## src/rtl/or8_burst_acc.sv

```systemverilog
// Burst accumulator: ORs up to BURST_LEN upstream bytes into one result.
// A result is held with a valid/ready handshake until downstream takes it.
module or8_burst_acc #(
   parameter int BURST_LEN = 4
) (
   input  logic       clk,
   input  logic       rst_n,
   input  logic [7:0] in_data,
   input  logic       in_valid,
   output logic       in_ready,
   input  logic       flush,
   output logic [7:0] out_data,
   output logic [3:0] out_count,
   output logic       out_partial,
   output logic       out_valid,
   input  logic       out_ready
);

   localparam int         DATA_W = 8;
   localparam logic [3:0] LEN    = 4'(BURST_LEN);

   typedef enum logic {
      ACC,
      HOLD
   } state_t;

   state_t            state;
   logic [DATA_W-1:0] acc;
   logic [3:0]        cnt;

   logic              accept;
   logic [DATA_W-1:0] acc_next;
   logic [3:0]        cnt_next;

   // First word of a burst replaces the accumulator instead of ORing into it.
   function automatic logic [DATA_W-1:0] merge_word(input logic [DATA_W-1:0] cur,
                                                    input logic [3:0]        n,
                                                    input logic [DATA_W-1:0] w);
      return (n == 4'd0) ? w : (cur | w);
   endfunction

   assign in_ready = (state == ACC) && rst_n;
   assign accept   = in_valid && in_ready;
   assign acc_next = merge_word(acc, cnt, in_data);
   assign cnt_next = cnt + 4'd1;

   always_ff @(posedge clk) begin
      if (!rst_n) begin
         state       <= ACC;
         acc         <= '0;
         cnt         <= '0;
         out_data    <= '0;
         out_count   <= '0;
         out_partial <= 1'b0;
         out_valid   <= 1'b0;
      end else begin
         unique case (state)
            ACC: begin
               if (accept) begin
                  // A flush arriving with a word closes the burst after merging it.
                  if ((cnt_next == LEN) || flush) begin
                     state       <= HOLD;
                     out_data    <= acc_next;
                     out_count   <= cnt_next;
                     out_partial <= (cnt_next < LEN);
                     out_valid   <= 1'b1;
                  end
                  acc <= acc_next;
                  cnt <= cnt_next;
               end else if (flush && (cnt != 4'd0)) begin
                  state       <= HOLD;
                  out_data    <= acc;
                  out_count   <= cnt;
                  out_partial <= 1'b1;
                  out_valid   <= 1'b1;
               end
            end
            HOLD: begin
               if (out_ready) begin
                  state     <= ACC;
                  acc       <= '0;
                  cnt       <= '0;
                  out_valid <= 1'b0;
               end
            end
         endcase
      end
   end

endmodule

```

## config.mk

```make
export PLATFORM = sky130hd
export DESIGN_NAME = or8_burst_acc
export DESIGN_NICKNAME = d
export VERILOG_FILES = /design/src/rtl/or8_burst_acc.sv
export SDC_FILE = /design/constraint.sdc
export NUM_CORES = 1
export LEC_CHECK = 0
export ABC_CLOCK_PERIOD_IN_PS = 1550
export CORE_ASPECT_RATIO = 1.25
export CORE_UTILIZATION = 44
export DETAILED_ROUTE_END_ITERATION = 10
export PLACE_DENSITY = 0.84
export SLEW_MARGIN = 20
export SYNTH_ARGS = -nofsm -noshare
export SYNTH_HDL_FRONTEND = slang
export SYNTH_SLANG_ARGS = --single-unit
export TNS_END_PERCENT = 1
```

## constraint.sdc

```tcl
create_clock -name clk -period 1.55 [get_ports clk]
set_input_delay 0.155 -clock clk [delete_from_list [all_inputs] [get_ports clk]]
set_output_delay 0.155 -clock clk [all_outputs]
set_load 0.01 [all_outputs]
```

==> flow_metrics.py, run 1 <==
metrics = {
    "synth": {
        "synth_top_family_by_area": "compound AO/OA/AOI/OAI gates",
        "ys_ff_latch": 27,
        "synth_adder_area_share_pct": 1.97,
        "synth_top_area_cell": "dfxtp_1",
        "yosys.area_share.simple_pct": 21.8,
        "synth_top_area_share_pct": 42.5,
        "synth_area_leaders": "dfxtp_1 (43%), nand2_1 (8.3%), a311oi_2 (7.1%)",
        "syn_area_sq_um": 1270,
        "synth_xor_xnor_area_share_pct": 1.38,
        "synth_cell_types": 36,
        "seq_area_frac_synth_pct": 42.5,
        "synthCells": 136,
        "synth_nets": 151,
        "synth_compound_area_share_pct": 25.0,
        "syn_avg_cell_area_sq_um": 9.35,
        "synth.area.mux_share_pct": 1.67,
        "synth_warnings": 0,
    },
    "worst_setup_path": {
        "cp-end-kind": "flop",
        "cp_max_fo": 7,
        "critPathKind": "reg -> reg",
        "cp_slowest_stage_delay_ns": 0.36,
        "crit_family": "simple AND/OR/NAND/NOR gates",
        "cp_slowest_cell": "dfxtp_2",
        "r2r_slack_ns": 0.01,
        "cp_cell_sequence": "buf_4 > ha_1 > and4b_4 > or2_4 > o221a_2",
        "startpoint_type": "flop",
        "crit_buf_inv": 1,
        "crit_required_ns": 1.81,
        "arrival_ns": 1.79,
    },
    "clock_tree": {
        "cts.sinks": 27,
        "clockRootBuffer": "clkbuf_4",
        "numCtsBuffers": 3,
        "path_clk_slew_ns": 0.16,
        "cts_tree": "built",
        "insertion_delay_ns": 0.34,
        "cts_buffer_depth": 2,
        "htreeDepth": 1,
    },
    "detailed_routing": {
        "detail_route.wl_per_cell_um": 15.0,
        "routed_wl_mm": 3.20,
        "firstDrtPassIters": 4,
        "drtIter0Drc": 18,
        "ant_nets": 0,
        "drc": 0,
        "via_per_inst": 5.54,
        "vias": 1185,
    },
    "final_layout": {
        "fin_cells": 214,
        "drive_gt1_share_pct": 27.2,
        "register_area_sq_um": 546,
        "diodes": 0,
        "layout_common_cells": "nand2_1 (28), clkdlybuf4s50_1 (26), dfxtp_1 (23)",
        "multi_input_area_sq_um": 684,
        "nets": 196,
        "mostFrequentLayoutCell": "nand2_1",
        "fill_cells": 224,
        "layout-area-overhead-vs-synth_pct": 36.6,
    },
    "floorplan": {
        "dieArea_sq_um": 3110,
        "die_height_um": 62.1,
        "pin_count": 28,
        "die_w_um": 50.1,
        "rows": 21,
        "start_util_pct": 47.0,
        "fp.coreArea_sq_um": 2710,
    },
    "pwr": {
        "p_per_area_nw_per_um2": 905,
        "ir_worst_vdd_mv": 0.423,
        "p_leak_nw": 0.615,
        "total_power_mw": 1.57,
    },
    "place": {
        "place_inst": 208,
        "port_buffers": 27,
        "dp_hpwl_mm": 2.28,
        "routabilityCongestion": 0.862,
    },
    "sta": {
        "rsz0062_at_grt": "true",
        "tightest_slew_ns": 0.368,
        "fin_crit_ns": 1.54,
        "slew_viol_final": 0,
        "fin_skew_ns": 0.0108,
        "finalSetupViolations": 0,
        "max_freq_ghz": 0.651,
        "hold_viol": 0,
        "relSlewSlack_pct": 75.4,
        "fin_crit_sh_pct": 99.1,
    },
    "global_route": {
        "grt_max_degree": 27,
        "track_usage_pct": 20.5,
        "grt_pass1_vias": 1119,
        "overflow": 0,
        "grt_pass1_wl_mm": 4.73,
        "antenna_found_initial": 0,
    },
    "job": {
        "max-cap-violations": 0,
    },
    "worst_hold_path": {
        "hp-class": "in -> reg",
    },
    "run_status": {
        "outcome": "complete, no violations",
    },
}
-- state kept, by name, indices dropped and copies added (netlist names) --
name and count:
acc 8, out_data 8, out_partial 1, state 1
out_valid 1, cnt 4, out_count 4
-- cells by family after synthesis --
| group | count (synthesis) |
|---|---|
| fa+ha+maj | 2 |
| simple gates | 58 |
| buf+inv | 11 |
| compound gates | 34 |
| xor+xnor | 2 |
| flops | 27 |
| mux | 2 |
-- worst reg2reg max path, stage by stage (launching register included) --
cell and delay [ns]:
dfxtp_2 0.36, buf_4 0.13, ha_1 0.19, and4b_4 0.22
or2_4 0.29, o221a_2 0.27
-- final timing paths --
| path | to | start | depth (start not counted) |
|---|---|---|---|
| min reg2reg | out_valid | out_valid | 2 |
| max | out_partial | cnt[1] | 5 |
| min | acc[2] | in_data[2] | 3 |
| max reg2reg | out_partial | cnt[1] | 5 |
-- where the power goes --
part | switching, mW | internal (mW)
Clock | 0.225 | 0.0990
Combinational | 0.213 | 0.244
Sequential | 0.0367 | 0.754
Total | 0.475 | 1.10
-- per-stage QoR --
stage | cell area [sq um] | setup WS (ns) | hold WS [ns] | TNS [ns] | util [%]
2_1_floorplan | 1270 | 0.00245 | 0.302 | 0 | -
3_5_place_dp | 1660 | -0.183 | 0.451 | -2.93 | 61.4
5_1_grt | 1740 | -0.0258 | 0.399 | -0.111 | 64.2
3_3_place_gp | 1660 | -0.161 | 0.442 | -1.43 | 61.4
6_report | 1740 | 0.0137 | 0.389 | 0 | 64.2
4_1_cts | 1700 | 0.00843 | 0.392 | 0 | 62.9
-- layout make-up --
class	count	area share, %
Sequential cell	27	31.4
Timing Repair Buffer	46	24.1
Tap cell	34	2.45
Clock inverter	1	0.432
Clock buffer	3	1.30
Multi-Input combinational cell	99	39.4
Inverter	4	0.865
-- synthesized netlist by cell type --
cell type,number
dfxtp_1,27
nand2_1,28
xnor2_1,2
and3b_1,1
o221a_2,1
a211oi_2,4
nand2b_1,2
o221ai_1,1
buf_2,1
or2_4,1
nor2_1,5
o21ai_0,1
clkinv_1,1
a311oi_4,1
a22oi_1,1
inv_1,3
mux2i_1,1
nor3_1,12
and4b_4,1
a2bb2oi_1,1
ha_1,2
a311oi_2,6
or2_2,1
nor3b_1,1
a21o_1,1
nor2b_1,1
nor2_2,1
nand3b_1,1
a32oi_1,1
nand3_1,3
a21oi_1,12
clkbuf_1,2
buf_6,4
a311oi_1,3
o211ai_1,1
mux2_2,1
-- what timing repair did --
action / CTS / global route
endpoints found under the setup margin: 14 / 9
hold endpoints to repair: 0 / 0
resized for setup: 6 / 6
cloned: 0 / 1
pin swaps: 1 / 10
hold buffers: 0 / 0
buffers inserted: 0 / 1
-- per-layer routing --
metal / share of wire, % / track usage, % / vias up / routed length, um
met5: 0 / 0 / - / 0
met4: 3.4 / 13.9 / 0 / 110
met3: 3.0 / 2.19 / 11 / 95
met2: 54 / 40.8 / 34 / 1730
met1: 40 / 20.1 / 555 / 1270
li1: - / - / 585 / -
Note: power is estimated with default switching activity, not from simulation.
==> run 2: changes to the inputs <==
- CORE_UTILIZATION: 44 -> 33
- PLACE_DENSITY: 0.84 -> 0.68
==> run 2 against run 1 <==
The flow now finishes with violations (design-rule violations). Sequential power about the same. Clock power up 24%. Sequential share of layout area down 0.48 points. Worst setup slack better by 0.0093 ns. Combinational power about the same. Total power up 5.1%. Non-clock buffer count up 2. Global-route usage down 3.3 points. Largest cell class unchanged. Largest power group unchanged.
==> flow_metrics.py, run 2 (synthesis results as in run 1) <==
metrics = {
    "place": {
        "dp_hpwl_mm": 2.31,
        "dpl_cell_area_sq_um": 1680,
        "port_buffers": 27,
        "dp_slack_ns": -0.192,
        "routabilityCongestion": 0.808,
        "place_inst": 214,
    },
    "final_layout": {
        "finalInstanceArea_sq_um": 1770,
        "fin_cells": 221,
        "layout_common_cells": "nand2_1 (28), clkdlybuf4s50_1 (26), dfxtp_1 (23)",
        "drive_gt1_share_pct": 27.5,
        "mostFrequentLayoutCell": "nand2_1",
        "layout-area-overhead-vs-synth_pct": 39.4,
        "top_regs": "acc: 8 flops, out_data: 8 flops",
        "diodes": 0,
        "nets": 198,
    },
    "floorplan": {
        "die_w_um": 57.5,
        "die_height_um": 71.4,
        "pin_count": 28,
        "dieArea_sq_um": 4110,
        "fp.coreArea_sq_um": 3570,
        "rows": 24,
        "start_util_pct": 35.6,
    },
    "pwr": {
        "ir_worst_vdd_mv": 0.542,
        "switching_share_pct": 28.6,
        "power.switching_mw": 0.473,
        "p_comb_share_pct": 27.8,
        "p_per_area_nw_per_um2": 933,
        "pwr-share-clk_pct": 24.4,
        "p_leak_nw": 0.632,
        "p_int_mw": 1.18,
        "seqPwrFrac_pct": 47.8,
    },
    "global_route": {
        "grt_max_degree": 27,
        "grt_pass1_vias": 1228,
        "track_usage_pct": 17.2,
        "grt_pass1_wl_mm": 5.52,
        "antenna_found_initial": 0,
        "overflow": 0,
    },
    "sta": {
        "slew_viol_final": 0,
        "finalSetupViolations": 0,
        "rsz0062_at_grt": "true",
        "layout_setup_ws_ns": 0.0230,
        "relSlewSlack_pct": 75.9,
        "fin_skew_ns": 0.00871,
        "fin_crit_ns": 1.53,
        "hold_viol": 0,
        "fin_crit_sh_pct": 98.5,
        "tightest_slew_ns": 0.361,
        "max_freq_ghz": 0.655,
    },
    "worst_hold_path": {
        "hp-class": "in -> reg",
        "hold_path_depth": 3,
        "min-delay-start": "in_data[1]",
        "holdPathEnd": "acc[1]",
    },
    "detailed_routing": {
        "via_per_inst": 5.46,
        "detail_route.wl_per_cell_um": 15.3,
        "drtIter0Drc": 40,
        "firstDrtPassIters": 7,
        "drc": 1,
        "ant_nets": 0,
        "routed_wl_mm": 3.39,
        "vias": 1206,
    },
    "run_status": {
        "outcome": "complete, but fails checks",
        "violations": "design-rule violations",
    },
    "worst_setup_path": {
        "reg2reg_depth": 4,
        "startpoint_type": "flop",
        "crit_required_ns": 1.75,
        "arrival_ns": 1.72,
        "critPathKind": "reg -> reg",
        "timing.rr.start": "cnt[0]",
        "r2r_end": "out_data[4]",
        "cp-end-kind": "flop",
        "r2r_slack_ns": 0.02,
        "cp_max_fo": 6,
    },
    "clock_tree": {
        "cts.sinks": 27,
        "path_clk_slew_ns": 0.10,
        "insertion_delay_ns": 0.27,
        "numCtsBuffers": 3,
        "clockRootBuffer": "clkbuf_8",
        "holdBufCountCts": 0,
        "cts_buffer_depth": 2,
        "htreeDepth": 1,
        "cts_tree": "built",
    },
    "job": {
        "max-cap-violations": 0,
    },
}
-- run 2: repair_timing --
item,in CTS,in global routing
setup buffers,0,1
endpoints found under the setup margin,14,20
pin swaps,2,8
gates resized for setup,3,10
gates cloned,0,2
-- run 2: metrics by stage --
step / utilization (%) / power, mW / setup TNS, ns / hold slack (ns)
floorplan: - / 1.04 / 0 / 0.302
global placement: 46.9 / 1.22 / -1.71 / 0.443
detailed placement: 46.9 / 1.24 / -2.52 / 0.449
CTS: 48.4 / 1.64 / 0 / 0.463
global route: 49.6 / 1.74 / -0.181 / 0.465
finish: 49.6 / 1.65 / 0 / 0.458
-- run 2: layout make-up --
type	count	area [sq um]
clock buffers	3	41.3
clock inverters	1	7.51
fillers	330	1800
inverters	4	15.0
multi-input cells	99	677
flip-flops and latches	27	548
well taps	39	48.8
repair buffers	48	434
-- run 2: worst max-delay path, cell delays in order (launching register included) --
cell and delay, ns:
dfxtp_4 0.36, ha_1 0.24, and4b_4 0.24, or2_2 0.39, a311oi_2 0.22
-- run 2: power groups by stage --
| stage | Combinational (mW) | Sequential, mW | Clock (mW) |
|---|---|---|---|
| 3_3_place_gp | 0.419 | 0.803 | 0 |
| 3_5_place_dp | 0.434 | 0.804 | 0 |
| 2_1_floorplan | 0.226 | 0.817 | 0 |
| 6_report | 0.460 | 0.790 | 0.403 |
| 5_1_grt | 0.499 | 0.797 | 0.447 |
| 4_1_cts | 0.440 | 0.790 | 0.411 |
-- run 2: worst max-delay path by stage --
stage | startpoint | endpoint | slack [ns]
2_1_floorplan | cnt[0] | out_data[5] | 0.002
3_3_place_gp | in_valid | out_partial | -0.16
3_5_place_dp | in_valid | out_partial | -0.19
4_1_cts | cnt[2] | out_partial | 0.005
5_1_grt | cnt[0] | out_count[1] | -0.03
6_report | cnt[0] | out_data[4] | 0.02
-- run 2: per-layer routing --
metal / up-vias / global-route usage (%) / wire, um
li1: 584 / - / -
met1: 589 / 21.9 / 1440
met2: 29 / 29.7 / 1800
met3: 4 / 2.35 / 110
met4: 0 / 5.69 / 40
met5: - / 0 / 0
==> run 3: changes to the inputs <==
- CORE_UTILIZATION: 33 -> 40
- PLACE_DENSITY: 0.68 -> 0.78
==> run 3 against run 2 <==
Sequential cell count unchanged. Clock-buffer cell count unchanged. The run now ends clean. Core utilization up 10 points. Highest routed layer unchanged.
==> flow_metrics.py, run 3 (synthesis results as in run 1) <==
metrics = {
    "global_route": {
        "antenna_found_initial": 0,
        "grt_pass1_wl_mm": 5.48,
        "overflow": 0,
        "track_usage_pct": 22.1,
        "grt_max_degree": 27,
        "grt_pass1_vias": 1261,
    },
    "final_layout": {
        "fin_cells": 220,
        "fill_cells": 269,
        "layout_common_cells": "nand2_1 (28), clkdlybuf4s50_1 (26), dfxtp_1 (24)",
        "diodes": 0,
        "utilization_pct": 59.9,
        "top_regs": "acc: 8 flops, out_data: 8 flops",
        "nets": 200,
        "drive_gt1_share_pct": 27.7,
        "mostFrequentLayoutCell": "nand2_1",
        "layout-area-overhead-vs-synth_pct": 40.1,
    },
    "sta": {
        "hold_viol": 0,
        "max_freq_ghz": 0.662,
        "fin_crit_ns": 1.51,
        "fin_skew_ns": 0.00886,
        "slew_viol_final": 0,
        "relSlewSlack_pct": 76.1,
        "rsz0062_at_grt": "true",
        "final.setup.tns_ns": 0,
        "tightest_slew_ns": 0.358,
        "finalSetupViolations": 0,
        "fin_crit_sh_pct": 97.4,
        "layout_setup_ws_ns": 0.0402,
    },
    "floorplan": {
        "fp.coreArea_sq_um": 2970,
        "die_height_um": 65.0,
        "die_w_um": 52.4,
        "dieArea_sq_um": 3410,
        "pin_count": 28,
        "rows": 22,
        "start_util_pct": 42.8,
    },
    "place": {
        "routabilityCongestion": 0.791,
        "dp_slack_ns": -0.229,
        "place_inst": 212,
        "port_buffers": 27,
        "dp_hpwl_mm": 2.49,
    },
    "detailed_routing": {
        "ant_nets": 0,
        "drc": 0,
        "drtIter0Drc": 35,
        "vias": 1234,
        "routed_wl_mm": 3.53,
        "firstDrtPassIters": 4,
        "via_per_inst": 5.61,
        "detail_route.wl_per_cell_um": 16.0,
    },
    "job": {
        "max-cap-violations": 0,
    },
    "worst_hold_path": {
        "hp-class": "in -> reg",
    },
    "pwr": {
        "seqPwrFrac_pct": 49.7,
        "p_int_mw": 1.11,
        "p_comb_share_pct": 30.2,
        "power.switching_mw": 0.478,
        "p_per_area_nw_per_um2": 893,
        "switching_share_pct": 30.1,
        "pwr-share-clk_pct": 20.1,
        "p_leak_nw": 0.638,
        "ir_worst_vdd_mv": 0.552,
    },
    "clock_tree": {
        "cts.sinks": 27,
        "cts_buffer_depth": 2,
        "numCtsBuffers": 3,
        "holdBufCountCts": 0,
        "clockRootBuffer": "clkbuf_4",
        "insertion_delay_ns": 0.34,
        "path_clk_slew_ns": 0.15,
        "cts_tree": "built",
        "htreeDepth": 1,
    },
    "worst_setup_path": {
        "cp-end-kind": "flop",
        "cp_max_fo": 7,
        "arrival_ns": 1.77,
        "critPathKind": "reg -> reg",
        "crit_required_ns": 1.81,
        "startpoint_type": "flop",
    },
    "run_status": {
        "outcome": "complete, no violations",
    },
}
==> run 3: worst max-delay path: stages (launching register included) <==
cell	delay, ns
dfxtp_2	0.38
inv_2	0.06
ha_4	0.16
a311oi_4	0.37
buf_6	0.19
nor3_1	0.06
a311oi_2	0.22
==> run 3: stage by stage <==
step / hold slack, ns / power, mW / cell area, sq um
3_5_place_dp: 0.449 / 1.25 / 1690
3_3_place_gp: 0.442 / 1.23 / 1690
4_1_cts: 0.374 / 1.57 / 1730
6_report: 0.381 / 1.59 / 1780
5_1_grt: 0.390 / 1.66 / 1780
2_1_floorplan: 0.302 / 1.04 / 1270
==> run 3: power by group through the flow <==
stage | logic, mW | clock network (mW) | registers [mW]
6_report | 0.480 | 0.320 | 0.790
5_1_grt | 0.516 | 0.352 | 0.796
4_1_cts | 0.452 | 0.328 | 0.789
3_5_place_dp | 0.450 | 0 | 0.804
3_3_place_gp | 0.431 | 0 | 0.800
2_1_floorplan | 0.226 | 0 | 0.817
==> run 3: routing by layer <==
layer / routed length [um] / global-route usage, %
met1: 1400 / 22.5
met2: 1860 / 39.9
met3: 180 / 4.46
met4: 89 / 12.5
met5: 0 / 0
==> run 3: final timing paths <==
path | depth (start not counted) | end | startpoint | slack [ns]
max reg2reg | 6 | out_data[6] | cnt[1] | 0.04
max | 6 | out_data[6] | cnt[1] | 0.04
min | 3 | acc[1] | in_data[1] | 0.38
min reg2reg | 2 | acc[2] | acc[2] | 0.46
==> run 3: timing repair <==
item	CTS	global route
gates resized for setup	3	9
buffers inserted	0	2
pin swaps	1	8
cloned	0	2
endpoints found under the setup margin	11	12
==> run 3: final cells by class <==
type | instances | area, sq um | share of cell area (%)
clock buffers | 3 | 22.5 | 1.26
clock inverters | 1 | 7.51 | 0.422
flip-flops and latches | 27 | 544 | 30.6
inverters | 4 | 15.0 | 0.843
repair buffers | 50 | 462 | 25.9
well taps | 36 | 45.0 | 2.53
multi-input cells | 99 | 684 | 38.4
